<file path="src/rtl/uart_rx_if.sv">
// uart_rx_if: bundle of the serial input and receive-side outputs of uart_rx.
//
// Signals:
//   i_rx_serial     serial line into the receiver (idle high)
//   o_rx_dv         one-cycle pulse, o_rx_byte holds a new byte
//   o_rx_byte       last correctly received byte
//   o_rx_active     high while a frame is being received
//   o_rx_frame_err  one-cycle pulse, stop bit sampled low
//   o_rx_parity_err one-cycle pulse, parity mismatch (only with UART_RX_PARITY_EN)
//
// Modports:
//   master  the receiver itself (drives the o_* outputs)
//   slave   the line driver / byte consumer
//
// Optional feature macro: UART_RX_PARITY_EN
interface uart_rx_if;
  logic       i_rx_serial;
  logic       o_rx_dv;
  logic [7:0] o_rx_byte;
  logic       o_rx_active;
  logic       o_rx_frame_err;
`ifdef UART_RX_PARITY_EN
  logic       o_rx_parity_err;

  modport master (
    input  i_rx_serial,
    output o_rx_dv, o_rx_byte, o_rx_active, o_rx_frame_err, o_rx_parity_err
  );
  modport slave (
    output i_rx_serial,
    input  o_rx_dv, o_rx_byte, o_rx_active, o_rx_frame_err, o_rx_parity_err
  );
`else
  modport master (
    input  i_rx_serial,
    output o_rx_dv, o_rx_byte, o_rx_active, o_rx_frame_err
  );
  modport slave (
    output i_rx_serial,
    input  o_rx_dv, o_rx_byte, o_rx_active, o_rx_frame_err
  );
`endif
endinterface

</file>
<file path="src/rtl/uart_rx.sv">
// uart_rx: 8N1 UART receiver, counterpart of uart_tx. The serial line is
// double-flopped, the start bit is confirmed at mid-bit, and every following
// bit is sampled one full bit period later, i.e. at its middle.
//
// Parameters:
//   clks_per_bit  i_clock frequency / baud rate (4..65535)
//
// Ports:
//   i_clock    system clock, rising edge
//   i_reset_n  asynchronous active-low reset
//   bus        uart_rx_if.master: i_rx_serial in; o_rx_dv, o_rx_byte,
//              o_rx_active, o_rx_frame_err (and o_rx_parity_err) out
//
// Optional feature macro: UART_RX_PARITY_EN adds an even-parity bit between
// the data bits and the stop bit; a mismatch pulses o_rx_parity_err and
// suppresses o_rx_dv.
module uart_rx #(
  parameter int unsigned clks_per_bit = 87
) (
  input  logic     i_clock,
  input  logic     i_reset_n,
  uart_rx_if.master bus
);

  localparam logic [15:0] half_count = 16'((clks_per_bit - 1) / 2);
  localparam logic [15:0] last_count = 16'(clks_per_bit - 1);

  typedef enum logic [2:0] {
    s_idle,
    s_rx_start_bit,
    s_rx_data_bits,
`ifdef UART_RX_PARITY_EN
    s_rx_parity_bit,
`endif
    s_rx_stop_bit,
    s_cleanup
  } state_t;

  state_t      state_q, state_d;
  logic        rx_meta, r_rx;
  logic [15:0] count_q, count_d;
  logic [2:0]  bit_index_q, bit_index_d;
  logic [7:0]  shift_q, shift_d;
  logic [7:0]  byte_q, byte_d;
  logic        dv_q, dv_d;
  logic        frame_err_q, frame_err_d;
  logic        active_q, active_d;
`ifdef UART_RX_PARITY_EN
  logic        parity_bad_q, parity_bad_d;
  logic        parity_err_q, parity_err_d;
`endif

  // Two-flop synchronizer; both flops reset to the idle-high line level so
  // reset release never looks like a start bit.
  always_ff @(posedge i_clock or negedge i_reset_n) begin
    if (!i_reset_n) begin
      rx_meta <= 1'b1;
      r_rx    <= 1'b1;
    end else begin
      rx_meta <= bus.i_rx_serial;
      r_rx    <= rx_meta;
    end
  end

  // State and datapath registers.
  always_ff @(posedge i_clock or negedge i_reset_n) begin
    if (!i_reset_n) begin
      state_q      <= s_idle;
      count_q      <= '0;
      bit_index_q  <= '0;
      shift_q      <= '0;
      byte_q       <= '0;
      dv_q         <= 1'b0;
      frame_err_q  <= 1'b0;
      active_q     <= 1'b0;
`ifdef UART_RX_PARITY_EN
      parity_bad_q <= 1'b0;
      parity_err_q <= 1'b0;
`endif
    end else begin
      state_q      <= state_d;
      count_q      <= count_d;
      bit_index_q  <= bit_index_d;
      shift_q      <= shift_d;
      byte_q       <= byte_d;
      dv_q         <= dv_d;
      frame_err_q  <= frame_err_d;
      active_q     <= active_d;
`ifdef UART_RX_PARITY_EN
      parity_bad_q <= parity_bad_d;
      parity_err_q <= parity_err_d;
`endif
    end
  end

  // Next-state and output logic. The pulses default low so they last
  // exactly the one cycle spent in s_cleanup.
  always_comb begin
    state_d      = state_q;
    count_d      = count_q;
    bit_index_d  = bit_index_q;
    shift_d      = shift_q;
    byte_d       = byte_q;
    dv_d         = 1'b0;
    frame_err_d  = 1'b0;
    active_d     = active_q;
`ifdef UART_RX_PARITY_EN
    parity_bad_d = parity_bad_q;
    parity_err_d = 1'b0;
`endif

    case (state_q)
      s_idle: begin
        count_d     = '0;
        bit_index_d = '0;
        if (!r_rx) begin
          state_d  = s_rx_start_bit;
          active_d = 1'b1;
        end
      end

      // A start bit that is high again at mid-bit was a glitch.
      s_rx_start_bit: begin
        if (count_q == half_count) begin
          count_d = '0;
          if (!r_rx) begin
            state_d = s_rx_data_bits;
          end else begin
            state_d  = s_idle;
            active_d = 1'b0;
          end
        end else begin
          count_d = count_q + 16'd1;
        end
      end

      s_rx_data_bits: begin
        if (count_q == last_count) begin
          count_d              = '0;
          shift_d[bit_index_q] = r_rx;
          if (bit_index_q == 3'd7) begin
            bit_index_d = '0;
`ifdef UART_RX_PARITY_EN
            state_d     = s_rx_parity_bit;
`else
            state_d     = s_rx_stop_bit;
`endif
          end else begin
            bit_index_d = bit_index_q + 3'd1;
          end
        end else begin
          count_d = count_q + 16'd1;
        end
      end

`ifdef UART_RX_PARITY_EN
      // Even parity: the received bit must equal the XOR of the data bits.
      s_rx_parity_bit: begin
        if (count_q == last_count) begin
          count_d      = '0;
          parity_bad_d = (r_rx != ^shift_q);
          state_d      = s_rx_stop_bit;
        end else begin
          count_d = count_q + 16'd1;
        end
      end
`endif

      s_rx_stop_bit: begin
        if (count_q == last_count) begin
          count_d = '0;
          state_d = s_cleanup;
`ifdef UART_RX_PARITY_EN
          parity_err_d = parity_bad_q;
          if (r_rx && !parity_bad_q) begin
            byte_d = shift_q;
            dv_d   = 1'b1;
          end else if (!r_rx) begin
            frame_err_d = 1'b1;
          end
`else
          if (r_rx) begin
            byte_d = shift_q;
            dv_d   = 1'b1;
          end else begin
            frame_err_d = 1'b1;
          end
`endif
        end else begin
          count_d = count_q + 16'd1;
        end
      end

      s_cleanup: begin
        state_d  = s_idle;
        active_d = 1'b0;
      end

      default: begin
        state_d  = s_idle;
        active_d = 1'b0;
      end
    endcase
  end

  assign bus.o_rx_dv         = dv_q;
  assign bus.o_rx_byte       = byte_q;
  assign bus.o_rx_active     = active_q;
  assign bus.o_rx_frame_err  = frame_err_q;
`ifdef UART_RX_PARITY_EN
  assign bus.o_rx_parity_err = parity_err_q;
`endif

endmodule

</file>
<file path="src/flat_wrapper.sv">
// flat-port wrapper written by rule: the top's interface ports become plain ports
module uart_rx_flat 
#(
  parameter int unsigned clks_per_bit = 87
)
  (i_clock, i_reset_n, bus_i_rx_serial, bus_o_rx_dv, bus_o_rx_byte, bus_o_rx_active, bus_o_rx_frame_err);
  uart_rx_if bus_i ();
  input  logic i_clock;
  input  logic i_reset_n;
  input wire logic [$bits(bus_i.i_rx_serial)-1:0] bus_i_rx_serial;
  output wire logic [$bits(bus_i.o_rx_dv)-1:0] bus_o_rx_dv;
  output wire logic [$bits(bus_i.o_rx_byte)-1:0] bus_o_rx_byte;
  output wire logic [$bits(bus_i.o_rx_active)-1:0] bus_o_rx_active;
  output wire logic [$bits(bus_i.o_rx_frame_err)-1:0] bus_o_rx_frame_err;
  assign bus_i.i_rx_serial = bus_i_rx_serial;
  assign bus_o_rx_dv = bus_i.o_rx_dv;
  assign bus_o_rx_byte = bus_i.o_rx_byte;
  assign bus_o_rx_active = bus_i.o_rx_active;
  assign bus_o_rx_frame_err = bus_i.o_rx_frame_err;
  uart_rx #(.clks_per_bit(clks_per_bit)) u_core (.i_clock(i_clock), .i_reset_n(i_reset_n), .bus(bus_i));
endmodule
</file>
<file path="config.mk">
export PLATFORM = sky130hd
export DESIGN_NAME = uart_rx_flat
export DESIGN_NICKNAME = d
export VERILOG_FILES = /design/src/rtl/uart_rx_if.sv /design/src/rtl/uart_rx.sv /design/src/flat_wrapper.sv
export SDC_FILE = /design/constraint.sdc
export NUM_CORES = 1
export LEC_CHECK = 0
export CORE_ASPECT_RATIO = 0.5
export CORE_UTILIZATION = 35
export DETAILED_ROUTE_END_ITERATION = 6
export GPL_TIMING_DRIVEN = 0
export PLACE_DENSITY_LB_ADDON = 0.05
export SLEW_MARGIN = 15
export SYNTH_ARGS = -nofsm -noshare
export SYNTH_HDL_FRONTEND = slang
export SYNTH_SLANG_ARGS = --single-unit
</file>
<file path="constraint.sdc">
create_clock -name i_clock -period 2.55 [get_ports i_clock]
set_input_delay 0.255 -clock i_clock [delete_from_list [all_inputs] [get_ports i_clock]]
set_output_delay 0.255 -clock i_clock [all_outputs]
set_load 0.005 [all_outputs]
</file>
==> qor.csv <==
stage,metric,value,unit
run_status,status,"finished, final reports clean",
detailed_routing,drt total wl,4270,um
placed_design,DP Area,2420,um^2
clocking,postcts setup bufs,0,
run,max cap viols,0,
floorplan,Core Region,5730,um^2
clocking,depth of the CTS H-tree,2,
clocking,clk slew on worst S/H paths,0.06,ns
clocking,clock sink total,43,
yosys,Compound-Gate Fraction of Synth Area,10.2,%
sta,RSZ-0062 raised after global routing,no,
worst_setup_path,"CP delay by family, top",simple AND/OR/NAND/NOR gates,
layout,post-route non-filler standard cell count,301,
yosys,"flops & latches, synth",43,
pwr,power share of the sequential group,50.2,%
layout,layout cells sized above 1,17.1,%
global_route,vias in the first global route,1568,
global_route,GRT Total Usage,16.2,%
sta,Final TNS setup,0,ns
detailed_routing,vias per cell,5.21,
global_route,GRT overflow,0,
yosys,Post-Syn Area per Cell,11.1,um^2
yosys,Post-synth EDFFs,0,
layout,"Design Area, Final",2570,um^2
sta,max-slew violations,0,
sta,Fin. Hold Viols,0,
yosys,ys async rst share,100,%
yosys,xor and xnor area share after synthesis,1.62,%
worst_setup_path,Worst EP arrival,2.43,ns
yosys,Synth cell types,47,
layout,fin nets,224,
yosys,Syn Inst Count,195,
detailed_routing,WL per Instance,14.2,um
pwr,worst vdd ir,0.226,mV
detailed_routing,Post-DRT Antenna Nets,0,
floorplan,number of placed I/O pins,14,
layout,Layout fillers,543,
yosys,post-synthesis cell area,2170,um^2
sta,Rel. slew slack,51.5,%
pwr,leakage power,1.07,nW
layout,area growth from synthesis to layout,18.6,%
global_route,global-route wire length before repair,7830,um
pwr,NetSw,303,uW
yosys,Post-Syn Nets,202,
worst_setup_path,CP max stage cell,dfrtp_1,
global_route,initial antenna violation count,0,
floorplan,die area,6530,um^2
yosys,ys flop type,dfrtp_1,
clocking,Clock Latency Late Sink,0.28,ns
yosys,largest family of logic cells by synthesized area,simple AND/OR/NAND/NOR gates,
yosys,yosys warns,0,
floorplan,Row Count,19,
clocking,CTS buffer count,5,
placed_design,RD Place Congestion,0.737,
pwr,Comb pwr share,4.9,%
worst_setup_path,Crit Path Max Fanout,10,
sta,Fin Clk Skew,0.00483,ns
hold_path,Worst Hold Class,flop to flop,
sta,Slew @ Worst Pin,0.718,ns
pwr,Int Power,1.10,mW
floorplan,die width,113,um
worst_setup_path,Worst setup SP type,flop,
sta,"Min Clock Period, post-route",2.27,ns
placed_design,hpwl dp,2980,um
yosys,post-synthesis adder-cell area fraction,2.31,%
pwr,PD cells,545,nW/um^2
worst_setup_path,reg2reg setup slack,0.28,ns
sta,FMAX,441,MHz
global_route,largest net degree at the start of global routing,25,
detailed_routing,Iter 0 DRT Violations,47,
clocking,root buffer cell,clkbuf_16,
worst_setup_path,worst path cell trace,inv_1 > ha_1 > and4bb_2 > nand4_2 > or2_4 > buf_6 > nor3_1 > mux2_2,
sta,WHS,0.359,ns
pwr,Clk network pwr share,44.9,%
clocking,Bufs on Longest Clock Path,2,
floorplan,Die Y,57.7,um
pwr,switching share of power,21.6,%
sta,final setup vio count,0,
yosys,mux contribution to synthesized area,8.31,%
sta,Final Cycle Share,88.8,%
worst_setup_path,crit-path max cell delay,0.41,ns
yosys,Synth Area in Simple Gates,24.7,%
worst_setup_path,crit path kind,flop to flop,
worst_setup_path,Crit. End Element,flop,
detailed_routing,first-pass iteration count of the detailed router,4,
layout,number of diodes,0,
worst_setup_path,critical path data required time,2.72,ns
floorplan,Starting Density,37.8,%
yosys,"Seq/Total Area, Yosys",49.7,%
detailed_routing,DRC Markers,0,
placed_design,placed insts,293,
worst_setup_path,"Buf+Inv Stages, Crit Path",2,
clocking,CTS tree,done,
placed_design,I/O Buffers,13,
detailed_routing,vias,1567,
## synthesized netlist by cell type, types with 3 or more instances
| cell type | count | area [um^2] |
|---|---|---|
| dfrtp_1 | 41 | 1030 |
| nand2_1 | 18 | 67.6 |
| mux2_2 | 13 | 146 |
| nand3_1 | 13 | 65.1 |
| nor2_1 | 10 | 37.5 |
| inv_1 | 7 | 26.3 |
| clkbuf_1 | 6 | 22.5 |
| o21ai_0 | 6 | 30.0 |
| a21oi_1 | 5 | 25.0 |
| nand4_1 | 5 | 31.3 |
| o311ai_0 | 5 | 43.8 |
| a22o_1 | 4 | 35.0 |
| ha_1 | 4 | 50.1 |
| nand2b_1 | 4 | 25.0 |
| o31ai_1 | 4 | 30.0 |
| xor2_1 | 4 | 35.0 |
| and2_1 | 3 | 18.8 |
| mux2_1 | 3 | 33.8 |
| nor4_4 | 3 | 63.8 |
## state kept, by name, summed over array words and instances, names as in the netlist, 3 cells and up
| signal | flops |
|---|---|
| u_core.bus.o_rx_byte | 8 |
| u_core.count_q | 16 |
| u_core.state_q | 3 |
| u_core.bit_index_q | 3 |
| u_core.shift_q | 8 |
## worst paths after layout
path / cells after the start / end / from
hold reg to reg: 0 / u_core.r_rx / u_core.rx_meta
setup / recovery: 8 / u_core.shift_q[7] / u_core.count_q[0]
max in group asynchronous: 3 / u_core.count_q[12] / i_reset_n
setup reg to reg: 8 / u_core.shift_q[7] / u_core.count_q[0]
min in group asynchronous: 2 / u_core.bus.o_rx_byte[1] / i_reset_n
hold / removal: 0 / u_core.r_rx / u_core.rx_meta
## power groups by stage
stage / Combinational (mW) / Clock (mW) / Sequential, mW
floorplan: 0.0342 / 0 / 0.714
global placement: 0.0663 / 0 / 0.716
detailed placement: 0.0696 / 0 / 0.716
CTS: 0.0708 / 0.661 / 0.704
global route: 0.0799 / 0.692 / 0.705
finish: 0.0686 / 0.630 / 0.704
## cells in the final DEF (no fill, tap or decap), types with 4 or more instances in the layout
cell type	n
clkdlybuf4s50_1	12
a21oi_1	5
nand2b_1	4
nor2_1	10
clkbuf_1	6
o31ai_1	4
mux2_2	13
dfrtp_1	41
nand4_1	5
a22o_1	4
xor2_1	4
nand2_1	18
ha_1	4
nand3_1	13
o21ai_0	6
clkbuf_16	5
inv_1	7
o311ai_0	5
## per-stage QoR
step / power (mW) / utilization [%] / setup slack [ns]
floorplan: 0.748 / - / 0.512
global placement: 0.782 / 42.0 / 0.0435
detailed placement: 0.786 / 42.2 / 0.333
CTS: 1.44 / 44.9 / 0.302
global route: 1.48 / 44.9 / 0.115
finish: 1.40 / 44.9 / 0.285
## kinds of logic (layout without fill, tap and decap cells)
logic type / Yosys count / count (layout)
xor+xnor: 4 / 4
flops: 43 / 43
mux: 16 / 16
simple gates: 80 / 80
buf+inv: 16 / 38
compound gates: 32 / 32
fa+ha+maj: 4 / 4
## area by class of cell
class | instances | area, um^2 | area share (%)
Sequential cell | 43 | 1080 | 41.9
Buffer | 9 | 41.3 | 1.61
Clock buffer | 6 | 139 | 5.40
Clock inverter | 1 | 5.00 | 0.195
Multi-Input combinational cell | 136 | 1020 | 39.7
Inverter | 7 | 26.3 | 1.02
Tap cell | 84 | 105 | 4.09
Timing Repair Buffer | 15 | 155 | 6.03
## timing repair
item | in CTS | in global routing
resized for setup | 0 | 0
hold endpoints to repair | 17 | 0
hold buffers | 1 | 0
## metal layers
layer  share of wire, %  GRT usage [%]
met2                 43           24.3
met4                1.4           6.77
met3                4.1           5.33
met5                  0              0
met1                 52           21.7
Note: power is estimated with default switching activity, not from simulation.
==> variant, RTL diff (same settings) <==
Reset style: synchronous (`i_reset_n`), changed in 2 clocked blocks. Comments in the files are not updated.
--- a/src/rtl/uart_rx.sv
+++ b/src/rtl/uart_rx.sv
@@ -54,3 +54,3 @@
   // reset release never looks like a start bit.
-  always_ff @(posedge i_clock or negedge i_reset_n) begin
+  always_ff @(posedge i_clock) begin
     if (!i_reset_n) begin
@@ -65,3 +65,3 @@
   // State and datapath registers.
-  always_ff @(posedge i_clock or negedge i_reset_n) begin
+  always_ff @(posedge i_clock) begin
     if (!i_reset_n) begin
Behaviour: differs if i_reset_n is asserted again (counterexample within 4 cycles, from zero or initial values and one cycle with i_reset_n low); with i_reset_n held inactive, the same outputs for 10 cycles.
==> variant against the unedited design <==
  * Global-route usage increased by 0.22 points
  * Cell area decreased by 6.9%
  * Area after synthesis decreased by 6.9%
  * Total power decreased by 1.9%
  * Critical path type unchanged
  * Highest routed layer unchanged
  * Setup slack improved by 0.25 ns
  * Via count increased by 2.6%
  * Wire length increased by 0.23%
  * Sequential cell count unchanged
==> variant: results (changes against the unedited design) <==
run status: finished, final reports clean
Most used DFF post-synth: dfxtp_1
inverters: 5 (-2)
Multi-In Gates: 165 (+21%)
largest net degree at the start of global routing: 15 (-40%)
Pleak: 0.909 nW (-15%)
Power Dens Cells: 574 nW/um2 (+5.4%)
Routed met3 length: 156 um (-11%)
# fillers: 567 (+4.4%)
Worst R2R Start: u_core.count_q[1]$_SDFFE_PN0P_
final worst slack: 0.539 ns (+0.254 ns)
DP Worst Slack: 0.517 ns (+0.184 ns)
sequential power share: 0.492 (-0.010)
Hold WS: 0.413 ns (+0.0533 ns)
met3 Use GR: 0.0527 (-0.000654)
Layout Nets: 248 (+11%)
Met2 Wirelength: 1910 um (+4.4%)
Total GRT Usage: 0.164 (+0.00221)
Peak VDD IR: 0.265 mV (+17%)
wire length on met1: 2160 um (-1.9%)
HPWL reported at the end of detailed placement: 2980 um (about the same)
register-to-register setup slack: 0.54 ns (+0.25 ns)
Worst Tran Pin Value: 0.535 ns (-0.183 ns)
CP endpoint: u_core.count_q[9]$_SDFFE_PN0P_
CP arrival: 2.17 ns (-0.26 ns)
CP max stage cell: dfxtp_1
routability congestion estimate: 0.767 (+4.1%)
drt wl/cell: 13.6 um (-4.2%)
share of cells above drive strength 1: 0.107 (-0.0631)
Netlist cell types: 46 (-2.1%)
clock network area share: 0.0648 (+0.00885)
Gate power share: 0.027 (-0.022)
global-route wire length before repair: 7490 um (-4.4%)
Hold EP: u_core.r_rx$_SDFF_PN1_
bufs w/o clock: 21 (-13%)
dpl cells: 307 (+4.8%)
NetSw: 0.297 mW (-2.1%)
R2R cell count: 7 (-1)
sequential share of cell area: 0.359 (-0.0598)
met1 Use GR: 0.222 (+0.00468)
max reg flops: 16 (unchanged)
Placement Cell Area: 2240 um2 (-7.4%)
final WL: 4280 um (+0.23%)
routing usage on met2: 0.244 (+0.00162)
final setup violation count: 0 (unchanged)
1st-iter DRT viols: 78 (+66%)
NonClk Buf Share: 0.0700 (-0.00635)
syn avg cell area: 9.13 um2 (-18%)
top cells by count, synth: dfxtp_1, nand2_1, nor2_1
post-synthesis sequential area ratio: 0.427 (-0.0709)
ys async rst share: 0 (-1.00)
Worst Hold Depth: 1 (+1)
vias in the first global route: 1544 (-1.5%)
Worst Skew: 0.00905 ns (+0.00422 ns)
setup bufs post-CTS: 0 (unchanged)
largest cells by area after synthesis: dfxtp_1, mux2i_1, nand2_1
-- variant: changes by cell type after synthesis, moves of 4 or more --
cell      unedited run  this run
nor2_1              10        17
mux2i_1              0        16
dfxtp_1              0        43
o311ai_0             5         0
a31oi_1              2         8
o31ai_1              4         0
dfrtp_1             41         0
o21ai_0              6         1
or3_1                2         6
nand2_1             18        39
mux2_2              13         0
-- variant: cell families after synthesis --
kind of cell | after synthesis | share of synthesized area
DFF | 43 | 0.427
buffers and inverters | 13 | 0.0279
AOI/OAI and AO/OA | 25 | 0.0930
muxes | 16 | 0.0794
adders and majority gates | 4 | 0.0248
xor gates and xnor gates | 6 | 0.0260
and+or+nand+nor | 114 | 0.322
-- variant: worst max-delay path, delay by kind of cell (launching register included) --
kind                     cells  cell delay [ns]
AND/OR/NAND/NOR              3             0.71
buffers and inverters        1             0.19
AO/OA/AOI/OAI                2             0.37
adder cells (fa/ha/maj)      1             0.22
flip-flops                   1             0.40
